### config.mk
export PLATFORM = sky130hd
export DESIGN_NAME = cortexm0_wic_gen
export DESIGN_NICKNAME = d
export VERILOG_FILES = /design/src/rtl/cortexm0_wic_pkg.sv /design/src/rtl/cortexm0_wic_hs.sv /design/src/rtl/cortexm0_wic_gen.sv
export SDC_FILE = /design/constraint.sdc
export NUM_CORES = 1
export LEC_CHECK = 0
export ABC_AREA = 1
export CAP_MARGIN = 10
export CORE_ASPECT_RATIO = 0.7
export CORE_MARGIN = 10
export CORE_UTILIZATION = 35
export CTS_CLUSTER_SIZE = 30
export DETAILED_ROUTE_END_ITERATION = 8
export GPL_ROUTABILITY_DRIVEN = 0
export PLACE_DENSITY = 0.74
export SLEW_MARGIN = 30
export SYNTH_ARGS = -nofsm -noshare
export SYNTH_HDL_FRONTEND = slang
export SYNTH_SLANG_ARGS = --single-unit
### constraint.sdc
create_clock -name FCLK -period 1.2 [get_ports FCLK]
set_input_delay 0.3 -clock FCLK [delete_from_list [all_inputs] [get_ports FCLK]]
set_output_delay 0.3 -clock FCLK [all_outputs]
set_load 0.01 [all_outputs]
### src/rtl/cortexm0_wic_pkg.sv
// ---------------------------------------------------------------------------
// cortexm0_wic_pkg
//   Shared types and constants for the Cortex-M0 wake-up interrupt controller.
//   - wic_hs_state_t : PMU/core enable-handshake state encoding. The encoding
//                      is visible on WICSTATE, so the values are fixed.
//   - WIC_MAX_LINES  : largest supported number of interrupt lines.
//   - WIC_HOLD_W     : width of the WAKEUP minimum-hold counter.
// ---------------------------------------------------------------------------
package cortexm0_wic_pkg;

    typedef enum logic [1:0] {
        IDLE = 2'd0,
        REQ  = 2'd1,
        ACKD = 2'd2,
        REL  = 2'd3
    } wic_hs_state_t;

    localparam int WIC_MAX_LINES = 64;
    localparam int WIC_HOLD_W    = 4;

endpackage : cortexm0_wic_pkg

### src/rtl/cortexm0_wic_hs.sv
// ---------------------------------------------------------------------------
// cortexm0_wic_hs
//   Four-phase enable handshake between the PMU and the core.
//   IDLE -> REQ -> ACKD -> REL -> IDLE, one state per transition. A request
//   that is withdrawn before the core acknowledges aborts from REQ to IDLE.
//   All outputs are decoded straight from the state register.
//
//   Parameters
//     ENABLE     : 0 holds the FSM in IDLE (WIC absent).
//   Ports
//     FCLK       in   clock
//     RESET      in   synchronous active-high reset
//     WICENREQ   in   enable request from the PMU
//     WICDSACKn  in   enable acknowledge from the core, active-low
//     WICDSREQn  out  enable request to the core, active-low
//     WICENACK   out  enable acknowledge to the PMU
//     WICSTATE   out  current state, for debug
// ---------------------------------------------------------------------------
module cortexm0_wic_hs
    import cortexm0_wic_pkg::*;
#(
    parameter int ENABLE = 1
) (
    input  logic       FCLK,
    input  logic       RESET,
    input  logic       WICENREQ,
    input  logic       WICDSACKn,
    output logic       WICDSREQn,
    output logic       WICENACK,
    output logic [1:0] WICSTATE
);

    wic_hs_state_t state_q;
    wic_hs_state_t state_d;
    wic_hs_state_t state_nxt;

    always_ff @(posedge FCLK) begin
        if (RESET) begin
            state_q <= IDLE;
        end else begin
            state_q <= state_d;
        end
    end

    // Each state checks only its own exit condition, so the FSM always walks
    // through every state even when a later condition is already satisfied.
    always_comb begin
        state_nxt = state_q;
        case (state_q)
            IDLE: begin
                if (WICENREQ) begin
                    state_nxt = REQ;
                end
            end
            REQ: begin
                if (!WICDSACKn) begin
                    state_nxt = ACKD;
                end else if (!WICENREQ) begin
                    state_nxt = IDLE;
                end
            end
            ACKD: begin
                if (!WICENREQ) begin
                    state_nxt = REL;
                end
            end
            REL: begin
                if (WICDSACKn) begin
                    state_nxt = IDLE;
                end
            end
            default: state_nxt = IDLE;
        endcase
        state_d = (ENABLE != 0) ? state_nxt : IDLE;
    end

    // Request to the core is active (low) in REQ and ACKD; the PMU sees the
    // acknowledge from ACKD until the core releases its ack in REL.
    assign WICDSREQn = (state_q == IDLE) || (state_q == REL);
    assign WICENACK  = (state_q == ACKD) || (state_q == REL);
    assign WICSTATE  = state_q;

endmodule : cortexm0_wic_hs

### src/rtl/cortexm0_wic_gen.sv
// ---------------------------------------------------------------------------
// cortexm0_wic_gen
//   Wake-up interrupt controller for Cortex-M0 deep sleep. The core loads a
//   sensitivity mask; while armed, requested lines are pended (sticky until
//   WICCLEAR) and any pended line that is also masked in raises WAKEUP to
//   the PMU. WAKEUP is registered and, once raised, stays high for at least
//   WAKE_HOLD cycles.
//
//   Optional feature macro: CORTEXM0_WIC_EDGE_EN
//     Defined   : WICEDGE port present; lines with edge-select set pend only
//                 on a rising edge of WICINT.
//     Undefined : all lines are level sensitive, no WICEDGE port.
//
//   Parameters
//     WIC        : non-zero when the WIC is present; 0 ties all outputs off.
//     WICLINES   : number of interrupt lines, 1..64.
//     WAKE_HOLD  : minimum WAKEUP high time in FCLK cycles, 1..15.
//   Ports
//     FCLK       in   free-running clock
//     RESET      in   synchronous active-high reset
//     WICLOAD    in   load mask (and edge select) from core, arm pending
//     WICCLEAR   in   clear mask, edge select and pend, disarm
//     WICINT     in   interrupt requests from the system
//     WICMASK    in   sensitivity mask from the core
//     WICEDGE    in   per-line rising-edge select (edge build only)
//     WICENREQ   in   WIC enable request from the PMU
//     WICDSACKn  in   WIC enable acknowledge from the core, active-low
//     WAKEUP     out  registered wake-up request to the PMU
//     WICSENSE   out  current mask
//     WICPEND    out  pended lines
//     WICDSREQn  out  WIC enable request to the core, active-low
//     WICENACK   out  WIC enable acknowledge to the PMU
//     WICSTATE   out  handshake state, for debug
// ---------------------------------------------------------------------------
module cortexm0_wic_gen
    import cortexm0_wic_pkg::*;
#(
    parameter int WIC       = 1,
    parameter int WICLINES  = 8,
    parameter int WAKE_HOLD = 2
) (
    input  logic                FCLK,
    input  logic                RESET,
    input  logic                WICLOAD,
    input  logic                WICCLEAR,
    input  logic [WICLINES-1:0] WICINT,
    input  logic [WICLINES-1:0] WICMASK,
`ifdef CORTEXM0_WIC_EDGE_EN
    input  logic [WICLINES-1:0] WICEDGE,
`endif
    input  logic                WICENREQ,
    input  logic                WICDSACKn,
    output logic                WAKEUP,
    output logic [WICLINES-1:0] WICSENSE,
    output logic [WICLINES-1:0] WICPEND,
    output logic                WICDSREQn,
    output logic                WICENACK,
    output logic [1:0]          WICSTATE
);

    localparam bit WIC_EN = (WIC != 0);
    localparam logic [WIC_HOLD_W-1:0] HOLD_INIT = WIC_HOLD_W'(WAKE_HOLD - 1);

    // -----------------------------------------------------------------------
    // Enable handshake
    // -----------------------------------------------------------------------
    cortexm0_wic_hs #(
        .ENABLE (WIC)
    ) u_hs (
        .FCLK      (FCLK),
        .RESET     (RESET),
        .WICENREQ  (WICENREQ),
        .WICDSACKn (WICDSACKn),
        .WICDSREQn (WICDSREQn),
        .WICENACK  (WICENACK),
        .WICSTATE  (WICSTATE)
    );

    // -----------------------------------------------------------------------
    // State
    // -----------------------------------------------------------------------
    logic [WICLINES-1:0]   mask_q,  mask_d;
    logic [WICLINES-1:0]   pend_q,  pend_d;
    logic                  armed_q, armed_d;
    logic                  wake_q,  wake_d;
    logic [WIC_HOLD_W-1:0] hold_q,  hold_d;

    logic [WICLINES-1:0]   hit;
    logic                  pend_en;
    logic                  wake_raw;

`ifdef CORTEXM0_WIC_EDGE_EN
    logic [WICLINES-1:0]   edge_q,    edge_d;
    logic [WICLINES-1:0]   int_dly_q, int_dly_d;
    logic [WICLINES-1:0]   edge_sel;

    // On the load cycle the edge-select register still holds the old value,
    // yet pending is already enabled; use the incoming selection so a line
    // already high at arm time is treated as the new setting dictates.
    assign edge_sel = WICLOAD ? WICEDGE : edge_q;
`endif

    // -----------------------------------------------------------------------
    // Per-line hit detection
    // -----------------------------------------------------------------------
    genvar gi;
    generate
        for (gi = 0; gi < WICLINES; gi++) begin : g_hit
`ifdef CORTEXM0_WIC_EDGE_EN
            // Edge lines suppress the hit while the previous sample was high.
            assign hit[gi] = WICINT[gi] & ~(edge_sel[gi] & int_dly_q[gi]);
`else
            assign hit[gi] = WICINT[gi];
`endif
        end
    endgenerate

    assign pend_en  = armed_q | WICLOAD;
    // Pend is independent of the mask; the mask only qualifies wake-up.
    assign wake_raw = |(pend_q & mask_q);

    // -----------------------------------------------------------------------
    // Next-state logic
    // -----------------------------------------------------------------------
    always_comb begin
        mask_d  = mask_q;
        pend_d  = pend_q;
        armed_d = armed_q;
        wake_d  = wake_q;
        hold_d  = hold_q;
`ifdef CORTEXM0_WIC_EDGE_EN
        edge_d    = edge_q;
        int_dly_d = WICINT;
`endif

        // CLEAR has priority over LOAD; a request arriving with CLEAR is lost.
        if (WICCLEAR) begin
            mask_d  = '0;
            pend_d  = '0;
            armed_d = 1'b0;
`ifdef CORTEXM0_WIC_EDGE_EN
            edge_d  = '0;
`endif
        end else begin
            if (WICLOAD) begin
                mask_d  = WICMASK;
                armed_d = 1'b1;
`ifdef CORTEXM0_WIC_EDGE_EN
                edge_d  = WICEDGE;
`endif
            end
            if (pend_en) begin
                pend_d = pend_q | hit;
            end
        end

        // WAKEUP rises one cycle after wake_raw and then stays up until both
        // the minimum-hold count has run out and no masked pend remains.
        if (!wake_q) begin
            if (wake_raw) begin
                wake_d = 1'b1;
                hold_d = HOLD_INIT;
            end
        end else begin
            if (hold_q != '0) begin
                hold_d = hold_q - WIC_HOLD_W'(1);
            end else if (!wake_raw) begin
                wake_d = 1'b0;
            end
        end

        // Without a WIC every register stays at its reset value.
        if (!WIC_EN) begin
            mask_d  = '0;
            pend_d  = '0;
            armed_d = 1'b0;
            wake_d  = 1'b0;
            hold_d  = '0;
`ifdef CORTEXM0_WIC_EDGE_EN
            edge_d    = '0;
            int_dly_d = '0;
`endif
        end
    end

    // -----------------------------------------------------------------------
    // Registers
    // -----------------------------------------------------------------------
    always_ff @(posedge FCLK) begin
        if (RESET) begin
            mask_q  <= '0;
            pend_q  <= '0;
            armed_q <= 1'b0;
            wake_q  <= 1'b0;
            hold_q  <= '0;
        end else begin
            mask_q  <= mask_d;
            pend_q  <= pend_d;
            armed_q <= armed_d;
            wake_q  <= wake_d;
            hold_q  <= hold_d;
        end
    end

`ifdef CORTEXM0_WIC_EDGE_EN
    always_ff @(posedge FCLK) begin
        if (RESET) begin
            edge_q    <= '0;
            int_dly_q <= '0;
        end else begin
            edge_q    <= edge_d;
            int_dly_q <= int_dly_d;
        end
    end
`endif

    // -----------------------------------------------------------------------
    // Outputs
    // -----------------------------------------------------------------------
    assign WAKEUP   = wake_q;
    assign WICSENSE = mask_q;
    assign WICPEND  = pend_q;

endmodule : cortexm0_wic_gen

# [Yosys cells after proc, flatten, opt, wreduce, memory -nomap -nowiden]
# Cells that the tools add are included.
[word_totals] regBits=24 latchBits=0 ramBits=0 romBits=0 input_bits=22 output_inout_bits=21 elab_cells=39 memories=0
[classes] n_addsub=1 multipliers=0 div=0 order_cmp=0 eq_ne=8 shift=0 n_mux=12 bitwise=3 reduce_logical=9
[op_table] operator="$mux 4" n=3
[op_table] operator="$mux 2" n=5
[op_table] operator="$and 8x8->8" n=1
[op_table] operator="$or 8x8->8" n=1
[op_table] operator="$pmux 2 s4" n=1
[op_table] operator="$reduce_or 8->1" n=1
[op_table] operator="$ne 2x2->1 const B" n=3
[op_table] operator="$eq 2x2->1 const B" n=2
[op_table] operator="$reduce_and 4->1" n=1
[op_table] operator="$reduce_bool 4->1" n=1
[op_table] operator="$sub 4x1->4 const B" n=1
[op_table] operator="$mux 1" n=3
[op_table] operator="$ne 3x3->1 const B" n=1
[op_table] operator="$eq 2x1->1 const B" n=1
[op_table] operator="$logic_not 2->1" n=1
[op_table] operator="$logic_or 1x1->1" n=2
[op_table] operator="$ne 2x1->1 const B" n=1
[op_table] operator="$reduce_and 2->1" n=1
[op_table] operator="$reduce_bool 2->1" n=1
[op_table] operator="$reduce_or 2->1" n=1
[op_table] operator="$or 1x1->1" n=1

# [Depth between registers and ports, before layout]
[logic_depth] word_depth=5 ltp_mapped=9 ltp_nobuf=9

# [By module]
# A second synthesis with hierarchy kept.
[hier_totals] hier_cells=143 area_unflattened_um2=1113.6
[modules_own_cells] module="cortexm0_wic_gen" instances=1 cells_each=104 area_per_inst_um2=877.1 seq_area_each_um2=440.4
[modules_own_cells] module="cortexm0_wic_hs" instances=1 cells_each=39 area_per_inst_um2=236.5 seq_area_each_um2=40.0

# [Least setup slack after synthesis]
# No wires, ideal clock.
[synth_timing] path_kind="reg-to-output" startpoint="register u_hs.state_q[0] (netlist: u_hs.WICSTATE[0])" endpoint="output WICENACK" arrival_ns=1.068 required_time_ns=0.900 slack_ns=-0.168 stages_incl_launch_ff=4 path_buffers=0 cell_sequence="dfxtp_1 > inv_1 > ha_1 > or2_2"
[synth_via] elab_chain_cells=2 word_cells_on_any_way=3 cone_classes="eq/ne (2); reduce/logical (1)"
[synth_rtl] item="from (decl)" line_no="cortexm0_wic_hs.sv:33" text="wic_hs_state_t state_q;"
[synth_rtl] item="from (signal assigned)" line_no="cortexm0_wic_hs.sv:41" text="state_q <= state_d;"
[synth_rtl] item="$eq 2x2->1" line_no="cortexm0_wic_hs.sv:80" text="assign WICENACK = (state_q == ACKD) || (state_q == REL);"
[synth_rtl] item="$logic_or 1x1->1 *" line_no="cortexm0_wic_hs.sv:80"
[synth_rtl] item="to (decl)" line_no="cortexm0_wic_gen.sv:57" text="output logic WICENACK,"
# Mark *: on every way between the ends. The rest lies on a longest branch, timed or not.

# [Worst setup path after layout]
# Ends and elaborated chain as after synthesis.

==> results.cfg <==
[status]
status = finished, violations left
violations = setup timing

[routing]
initialDrtViolationCount = 140
vias_per_cell = 4.783
postRouteAntennaNets = 0
wire_per_inst_um = 14.77
vias = 1167
drtPass1Iterations = 4
drc = 0
routed_wl_um = 3604

[timing]
drv_slew = 0
rsz0062_at_grt = true
finalSetupViolCount = 4
worst_slack_ns = -0.2884
holdWs_ns = 0.4506
hold_viol = 0
layout_min_cycle_time_ns = 1.488
skew_ns = 0.004666
fin_crit_sh_pct = 124.0
maxSlewHeadroom_pct = 81.88
max_freq_ghz = 0.6719
max_slew.worst_pin.slew_ns = 0.2715

[floorplan]
io_pins = 43
rows = 16
die_y_um = 65.96
floorplan.initialDensity_pct = 37.15
die_w_um = 85.65
core_um2 = 2843
dieArea_um2 = 5649

[critical_path]
required_ns = 0.90
cp.arrival_ns = 1.19
cpMaxStageDelayCell = dfxtp_4
slowest_delay_ns = 0.37
path_max_fanout = 3
start_kind = register
path_class = reg -> out
cp_cell_sequence = ha_2 -> or2_4 -> buf_6
endpoint_kind = output pin

[global_route]
gr-usage-met1_pct = 14.14
grt_max_degree = 14
grt_use_met2_pct = 21.27
grt.total_usage_pct = 11.94
antenna_found_initial = 0
use_met3_pct = 3.079
overflow = 0
grt_pass1_wl_um = 5616
grt_pass1_vias = 1165
top_usage_layer = met2

[synth]
synth_compound_area_share_pct = 16.71
yosys.area_share.simple_pct = 23.34
synth.area.top_cells = dfxtp_1 (45%), nand2_1 (14%), ha_1 (7.1%)
synthXorXnorAreaFrac_pct = 0.8294
synth_top_family_by_area = simple AND/OR/NAND/NOR gates
synthDistinctLibCells = 22
avgSynthCellArea_um2 = 8.000
synth_top_area_cell = dfxtp_1
syn_nets = 160
synthMuxAreaShare_pct = 0
yosys.area_share.adder_pct = 7.109
ys_ff_latch = 24
netlist_area_um2 = 1056
yosysWarnings = 0
yosysSeqAreaShare_pct = 45.50
synth_top_area_share_pct = 45.50
syn_inst = 132

[place]
dp_hpwl_um = 2620
dpl_cell_area_um2 = 1712
numPortBuffers = 42
place_ws_ns = -0.3802

[cts]
root_buffer = clkbuf_8
cts_tree = done
h-tree-depth = 1
clkSlewWorstSetupHoldPaths_ns = 0.08
cts_buffers = 3
clockBufferDepth = 2
insertion_delay_ns = 0.27
clock_sinks = 24

[layout]
design_area_um2 = 1987
drive_gt1_share_pct = 50.00
layout_commonest_cell = nand2_1
mostFrequentLayoutCells = nand2_1 (25), buf_4 (22), clkdlybuf4s50_1 (20)
diodes = 0
nets = 237
area_growth_pct = 88.15

[pwr]
power_density_nw_per_um2 = 1305
power.static_leakage_nw = 0.9072
ir_drop_mv = 0.7003

[hold_path]
hp-class = in -> reg

[flow_run]
maxCapViolCount = 0
metrics by stage:
stage	util [%]	setup TNS (ns)	cells	power, mW
after floorplan	-	0	132	1.305
after global placement	60.21	-5.242	232	1.751
after detailed placement	60.21	-5.990	232	1.794
after CTS	64.52	-0.9573	241	2.386
after global routing	69.89	-1.211	244	2.748
final	69.89	-0.8078	244	2.592
where the power goes:
| group | internal (mW) | switching, mW | total, mW | leakage (nW) |
|---|---|---|---|---|
| registers | 0.873 | 0.0655 | 0.939 | 0.202 |
| logic | 0.637 | 0.532 | 1.17 | 0.682 |
| clock network | 0.229 | 0.255 | 0.485 | 0.0231 |
cells in the mapped netlist:
| cell | n |
|---|---|
| nand2_4 | 1 |
| inv_2 | 2 |
| nor3_1 | 1 |
| a22o_1 | 8 |
| buf_2 | 1 |
| or2_2 | 1 |
| nor2_1 | 5 |
| a211oi_1 | 1 |
| xnor2_1 | 1 |
| nor2_4 | 1 |
| nand3_1 | 7 |
| o21ai_2 | 1 |
| dfxtp_1 | 24 |
| a21oi_2 | 1 |
| inv_1 | 15 |
| a21oi_1 | 11 |
| o21ai_0 | 4 |
| a31oi_1 | 1 |
| nand2_1 | 38 |
| or2_1 | 1 |
| ha_1 | 6 |
| nand3_2 | 1 |
worst paths after layout:
path                    startpoint        end  slack, ns  depth (start not counted)
setup reg to reg          register   register      -0.21                         10
hold reg to reg          hold_q[1]  hold_q[1]       0.48                          2
hold / removal               RESET  hold_q[2]       0.45                          3
setup / recovery  u_hs.WICSTATE[0]   WICENACK      -0.29                          3
critical path: cells and delay by family (launching register included):
family	cells	cell delay, ns
flops	1	0.37
simple gates	1	0.25
fa+ha+maj	1	0.19
buf+inv	1	0.12
registers in the layout, summed over array words and instances (netlist names), named ones only:
signal,flops
u_hs.WICSTATE,1
WICSENSE,8
armed_q,1
hold_q,4
WICPEND,8
WAKEUP,1
metal layers:
layer,wire [um],share of wire [%]
met5,0,0
met4,20,0.55
met3,149,4.1
met2,1861,52
met1,1573,44
cells by family (layout without fill, tap and decap cells):
logic type      Yosys count  count (layout)
simple gates             56              57
compound gates           27              27
flops                    24              24
buf+inv                  18              93
fa+ha+maj                 6               6
xor+xnor                  1               1
final cells by class:
type                            instances  area [um^2]
Fill cell                             201        855.8
Sequential cell                        24        503.0
Inverter                               17        68.82
Timing Repair Buffer                   72        653.1
Multi-Input combinational cell         91        671.9
Clock buffer                            3        41.29
Clock inverter                          1        3.754
Tap cell                               36        45.04
what timing repair did:
action | 4_1_cts | 5_1_grt
setup endpoints to repair | 33 | 29
gates cloned | 1 | 0
hold buffers | 0 | 0
pin swaps | 7 | 25
gates resized for setup | 52 | 71
buffers inserted | 4 | 4
No activity file was read; power rests on OpenSTA's default activity.
==> RTL edit 1 (same settings) <==
Build with the macro `CORTEXM0_WIC_EDGE_EN` defined.
--- a/src/rtl/cortexm0_wic_gen.sv
+++ b/src/rtl/cortexm0_wic_gen.sv
@@ -33,4 +33,6 @@
 //     WICSTATE   out  handshake state, for debug
 // ---------------------------------------------------------------------------
+`define CORTEXM0_WIC_EDGE_EN
+
 module cortexm0_wic_gen
     import cortexm0_wic_pkg::*;
Ports: changed (added WICEDGE); port bits go from 43 to 51. The function was not compared with the original's and may differ.
==> RTL edit 1 against the unedited design <==
The run still ends with negative setup slack left; cell count increased by 50%; worst setup slack lost 0.029 ns; largest cell class unchanged; area after synthesis up 59%; largest power group is now registers; sequential cell count grew 16; routed wire length increased by 33%; power grew 19%; final area rose by 41%.
==> RTL edit 1: results (changes against the unedited design) <==
- Hold crit path type: reg -> reg
- CTS H-Tree Depth: 2 (+1)
- Total GRT Usage: 0.119 (-0.000358)
- Largest net degree at the start of global routing: 26 (+12)
- Iter 0 DRT Violations: 50 (-64%)
- Reg2reg path depth: 8 (-2)
- Relative slew slack: 0.880 (+0.0614)
- First-pass GRT wire length: 7.62 mm (+36%)
- Num CTS Buffers: 5 (+2)
- Nets: 346 (+46%)
- # port buffers: 50 (+19%)
- Via-per-instance ratio: 4.56 (-4.7%)
- Syn_nets: 263 (+64%)
- Cell internal pwr: 2.32 mW (+34%)
- Worst Hold Path Cells: 2 (-1)
- Pleak: 1.29 nW (+43%)
- Routed met2 length: 2.33 mm (+25%)
- Status: finished, violations left
- CP Max Fanout: 4 (+1)
- VDD IR-drop max: 0.655 mV (-6.5%)
- Fin worst setup slack: -0.318 ns (-0.0291 ns)
- Met3 wire len: 282 um (+89%)
- WL met1: 2.10 mm (+34%)
- Yosys cell types: 19 (-14%)
- Commonest cells post-synth: 54 x nand2_1, 40 x dfxtp_1, 37 x nor2_1
- Max Clock Skew: 0.00329 ns (-0.00138 ns)
- Violated checks: negative setup slack
- Total Wirelength: 4.79 mm (+33%)
- Mean Syn Cell Area: 7.41 um2 (-7.4%)
- Sequential share of the synthesized area: 0.476 (+0.0212)
- Fillers: 374 (+86%)
- Clock Latency Late Sink: 0.29 ns (+0.02 ns)
- Post-DP Area: 0.00245 mm2 (+43%)
- Vias in the first global route: 1671 (+43%)
- Final setup violation count: 6 (+2)
- Share of cells above drive strength 1: 0.399 (-0.101)
- Post-DP HPWL: 3.39 mm (+30%)
- Largest cells by area after synthesis: dfxtp_1 48%, nand2_1 12%, nor2_1 8.3%
- Placed Instances: 353 (+52%)
[RTL edit 1: metal layers]
metal | vias to the layer above | global-route usage
met2 | 34 | 0.190
met5 | - | 0
li1 | 865 | -
met4 | 0 | 0.0457
met3 | 7 | 0.0442
met1 | 762 | 0.142
[RTL edit 1: final cells by class]
type,count,share of cell area
repair buffers,83,0.272
multi-input cells,151,0.326
well taps,55,0.0246
flip-flops and latches,40,0.298
clock buffers,6,0.0260
clock inverters,2,0.0125
inverters,29,0.0407
[RTL edit 1: per-stage QoR]
stage               power [mW]  TNS (ns)  hold WS [ns]   util  setup slack (ns)
finish                    3.09    -0.822         0.472  0.624            -0.318
global placement          1.95     -8.42         0.458  0.547            -0.396
floorplan                 1.68         0         0.369      -            0.0127
detailed placement        1.96     -9.13         0.471  0.547            -0.426
CTS                       3.07     -1.15         0.484  0.595            -0.329
global route              3.23     -1.11         0.508  0.624            -0.357
[RTL edit 1: final timing paths]
path,startpoint,endpoint,slack (ns)
max,u_hs.WICSTATE[0],WICENACK,-0.32
min,WICSENSE[5],WICSENSE[5],0.47
max reg2reg,flop,flop,-0.12
min reg2reg,WICSENSE[5],WICSENSE[5],0.47
[RTL edit 1: cells by family (layout without fill, tap and decap cells)]
logic type | after synthesis | in the layout | synth area share
AOI/OAI and AO/OA | 33 | 33 | 0.109
xor gates and xnor gates | 1 | 1 | 0.00521
and+or+nand+nor | 111 | 111 | 0.272
DFF | 40 | 40 | 0.476
adders and majority gates | 6 | 6 | 0.0446
buffers and inverters | 36 | 120 | 0.0930
[RTL edit 1: repair_timing]
item	CTS	global route
buffers inserted	6	1
gates resized for setup	79	70
endpoints found under the setup margin	38	24
pin swaps	9	15
hold endpoints to repair	0	0
[RTL edit 1: tightest hold or removal path, delay by kind of cell (launching register included)]
family,cells,cell delay [ns]
DFF,1,0.33
and+or+nand+nor,1,0.06
AOI/OAI and AO/OA,1,0.05
[RTL edit 1: power by group through the flow]
| stage | combinational (mW) | clock (mW) | sequential (mW) |
|---|---|---|---|
| 2_1_floorplan | 0.218 | 0 | 1.46 |
| 3_3_place_gp | 0.508 | 0 | 1.44 |
| 3_5_place_dp | 0.513 | 0 | 1.45 |
| 4_1_cts | 0.541 | 1.11 | 1.42 |
| 5_1_grt | 0.641 | 1.16 | 1.43 |
| 6_report | 0.579 | 1.09 | 1.42 |
==> RTL edit 2 (config.mk and constraints unchanged) <==
Made on the original files. Take the reset off `hold_q` and load it in a clocked block of its own.
--- a/src/rtl/cortexm0_wic_gen.sv
+++ b/src/rtl/cortexm0_wic_gen.sv
@@ -193,5 +193,4 @@
             armed_q <= 1'b0;
             wake_q  <= 1'b0;
-            hold_q  <= '0;
         end else begin
             mask_q  <= mask_d;
@@ -199,6 +198,9 @@
             armed_q <= armed_d;
             wake_q  <= wake_d;
-            hold_q  <= hold_d;
-        end
+        end
+    end
+
+    always_ff @(posedge FCLK) begin
+        hold_q <= hold_d;
     end
 
Check against the original RTL: same outputs for any inputs over 10 cycles, from zero or initial values and one cycle with RESET high; that may be too few to reach the edited logic, so the function may still have changed.
==> RTL edit 2 against the unedited design <==
The flow still finishes with violations (negative setup slack); routed wire length fell by 7.4%; highest routed layer unchanged; largest cell class unchanged; critical path depth rose by 1; area after synthesis rose by 4.5%; sequential cell count did not move; critical path type unchanged; die area rose by 3.3%; final area fell by 3.3%; power rose by 6.9%; worst setup slack barely moved; global-route usage fell by 0.087 points.
==> RTL edit 2: results (changes against the unedited design) <==
- Total Wirelength: 3.34 mm (-7.4%)
- GR Util met3: 0.0571 (+0.0263)
- Largest net degree at the start of global routing: 15 (+1)
- Nets: 223 (-5.9%)
- Xor/xnor cell area share of the yosys netlist: 0.00794 (-0.000357)
- Hold crit path type: reg -> reg
- Share of cells above drive strength 1: 0.446 (-0.0544)
- Clk slew on worst S/H paths: 0.08 ns (about the same)
- First-pass GRT wire length: 5.42 mm (-3.6%)
- Adder-Cell Fraction of Synth Area: 0.0794 (+0.00828)
- Share of async-settable or async-resettable flops after synthesis: 0 (unchanged)
- Sw frac: 0.326 (-0.00260)
- Status: finished, violations left
- Synth top area share: 0.363 (-0.0922)
- Post-place setup slack: -0.415 ns (-0.0343 ns)
- Worst path slowest cell: dfxtp_4
- Sequential share of the synthesized area: 0.472 (+0.0167)
- Max Clock Skew: 0.00354 ns (-0.00113 ns)
- Commonest cells post-synth: 45 x nand2_1, 20 x dfxtp_1, 17 x inv_1
- Post-route setup TNS: -1.36 ns (-0.555 ns)
- HP Start: WICSENSE[6]
- Fin worst setup slack: -0.289 ns (-0.000342 ns)
- Worst setup path startpoint: u_hs.WICSTATE[0]
- Complex-gate fraction of the synthesized area: 0.130 (-0.0367)
- Largest cells by area after synthesis: dfxtp_1 36%, nand2_1 15%, edfxtp_1 11%
- Post-DP HPWL: 2.45 mm (-6.5%)
- Met1 Resource Use GR: 0.141 (-0.000568)
- Arr. time, crit path: 1.19 ns (about the same)
- Tightest Pin Transition: 0.239 ns (-0.0320 ns)
- Pleak: 0.843 nW (-7.1%)
- Syn_nets: 162 (+1.3%)
- Total GRT Usage: 0.119 (-0.000873)
- Final setup violation count: 9 (+5)
- M2 GR Usage: 0.185 (-0.0275)
- Violated checks: negative setup slack
- CP Max Fanout: 3 (unchanged)
- Iter 0 DRT Violations: 51 (-64%)
- VDD IR-drop max: 0.658 mV (-6.1%)
- CTS H-Tree Depth: 1 (unchanged)
- Yosys cell types: 18 (-18%)
- EDFF count, synth: 4 (+4)
- Via count: 1075 (-7.9%)
## RTL edit 2: cell count changes after synthesis, sizes merged, moves of 2 or more
cell    before  now
nand3        8    6
edfxtp       0    4
a21oi       12    9
nand2       39   45
dfxtp       24   20
o21ai        5    2
nor2         6   10
## RTL edit 2: timing repair
item | in CTS | in global routing
hold buffers | 0 | 0
pin swaps | 8 | 10
setup endpoints to repair | 27 | 36
resized for setup | 89 | 36
setup buffers | 3 | 6
gates cloned | 0 | 0
## RTL edit 2: tightest hold or removal path, stage by stage, from the launching register on
cell and delay [ns]:
dfxtp_2 0.33, nand2_1 0.06, a21oi_1 0.05
## RTL edit 2: metrics by stage
step                instance area, um2  hold slack, ns  total power [mW]  std cells
finish                            1920           0.475              2.77        229
global route                      1920           0.494              2.95        229
CTS                               1840           0.493              2.61        224
detailed placement                1640           0.479              1.82        218
global placement                  1640           0.465              1.77        218
floorplan                         1130           0.426              1.36        133
## RTL edit 2: area by class of cell
type                            count  area, um2
Inverter                           18       72.6
Timing Repair Buffer               57        527
Tap cell                           36       45.0
Multi-Input combinational cell     90        667
Fill cell                         224        982
Sequential cell                    24        543
Clock buffer                        4       66.3
## RTL edit 2: cells by family (layout without fill, tap and decap cells)
group                      after synthesis  after routing
DFF                                     24             24
adders and majority gates                7              7
buffers and inverters                   19             79
xor gates and xnor gates                 1              1
AOI/OAI and AO/OA                       20             20
and+or+nand+nor                         62             62
## RTL edit 2: layer usage
| metal | up-vias | wire [um] |
|---|---|---|
| li1 | 545 | - |
| met5 | - | 0 |
| met3 | 7 | 248 |
| met4 | 0 | 54 |
| met1 | 497 | 1430 |
| met2 | 26 | 1600 |
## RTL edit 2: worst paths after layout
check / endpoint / slack (ns) / depth (start not counted)
max reg2reg: flop / -0.25 / 10
min: WICSENSE[6] / 0.47 / 2
min reg2reg: WICSENSE[6] / 0.47 / 2
max: WICENACK / -0.29 / 4
## RTL edit 2: power by group through the flow
stage | logic [mW] | clock network (mW) | registers [mW]
floorplan | 0.373 | 0 | 0.987
global placement | 0.822 | 0 | 0.952
global route | 1.28 | 0.687 | 0.984
CTS | 0.998 | 0.636 | 0.973
finish | 1.17 | 0.623 | 0.974
detailed placement | 0.857 | 0 | 0.961
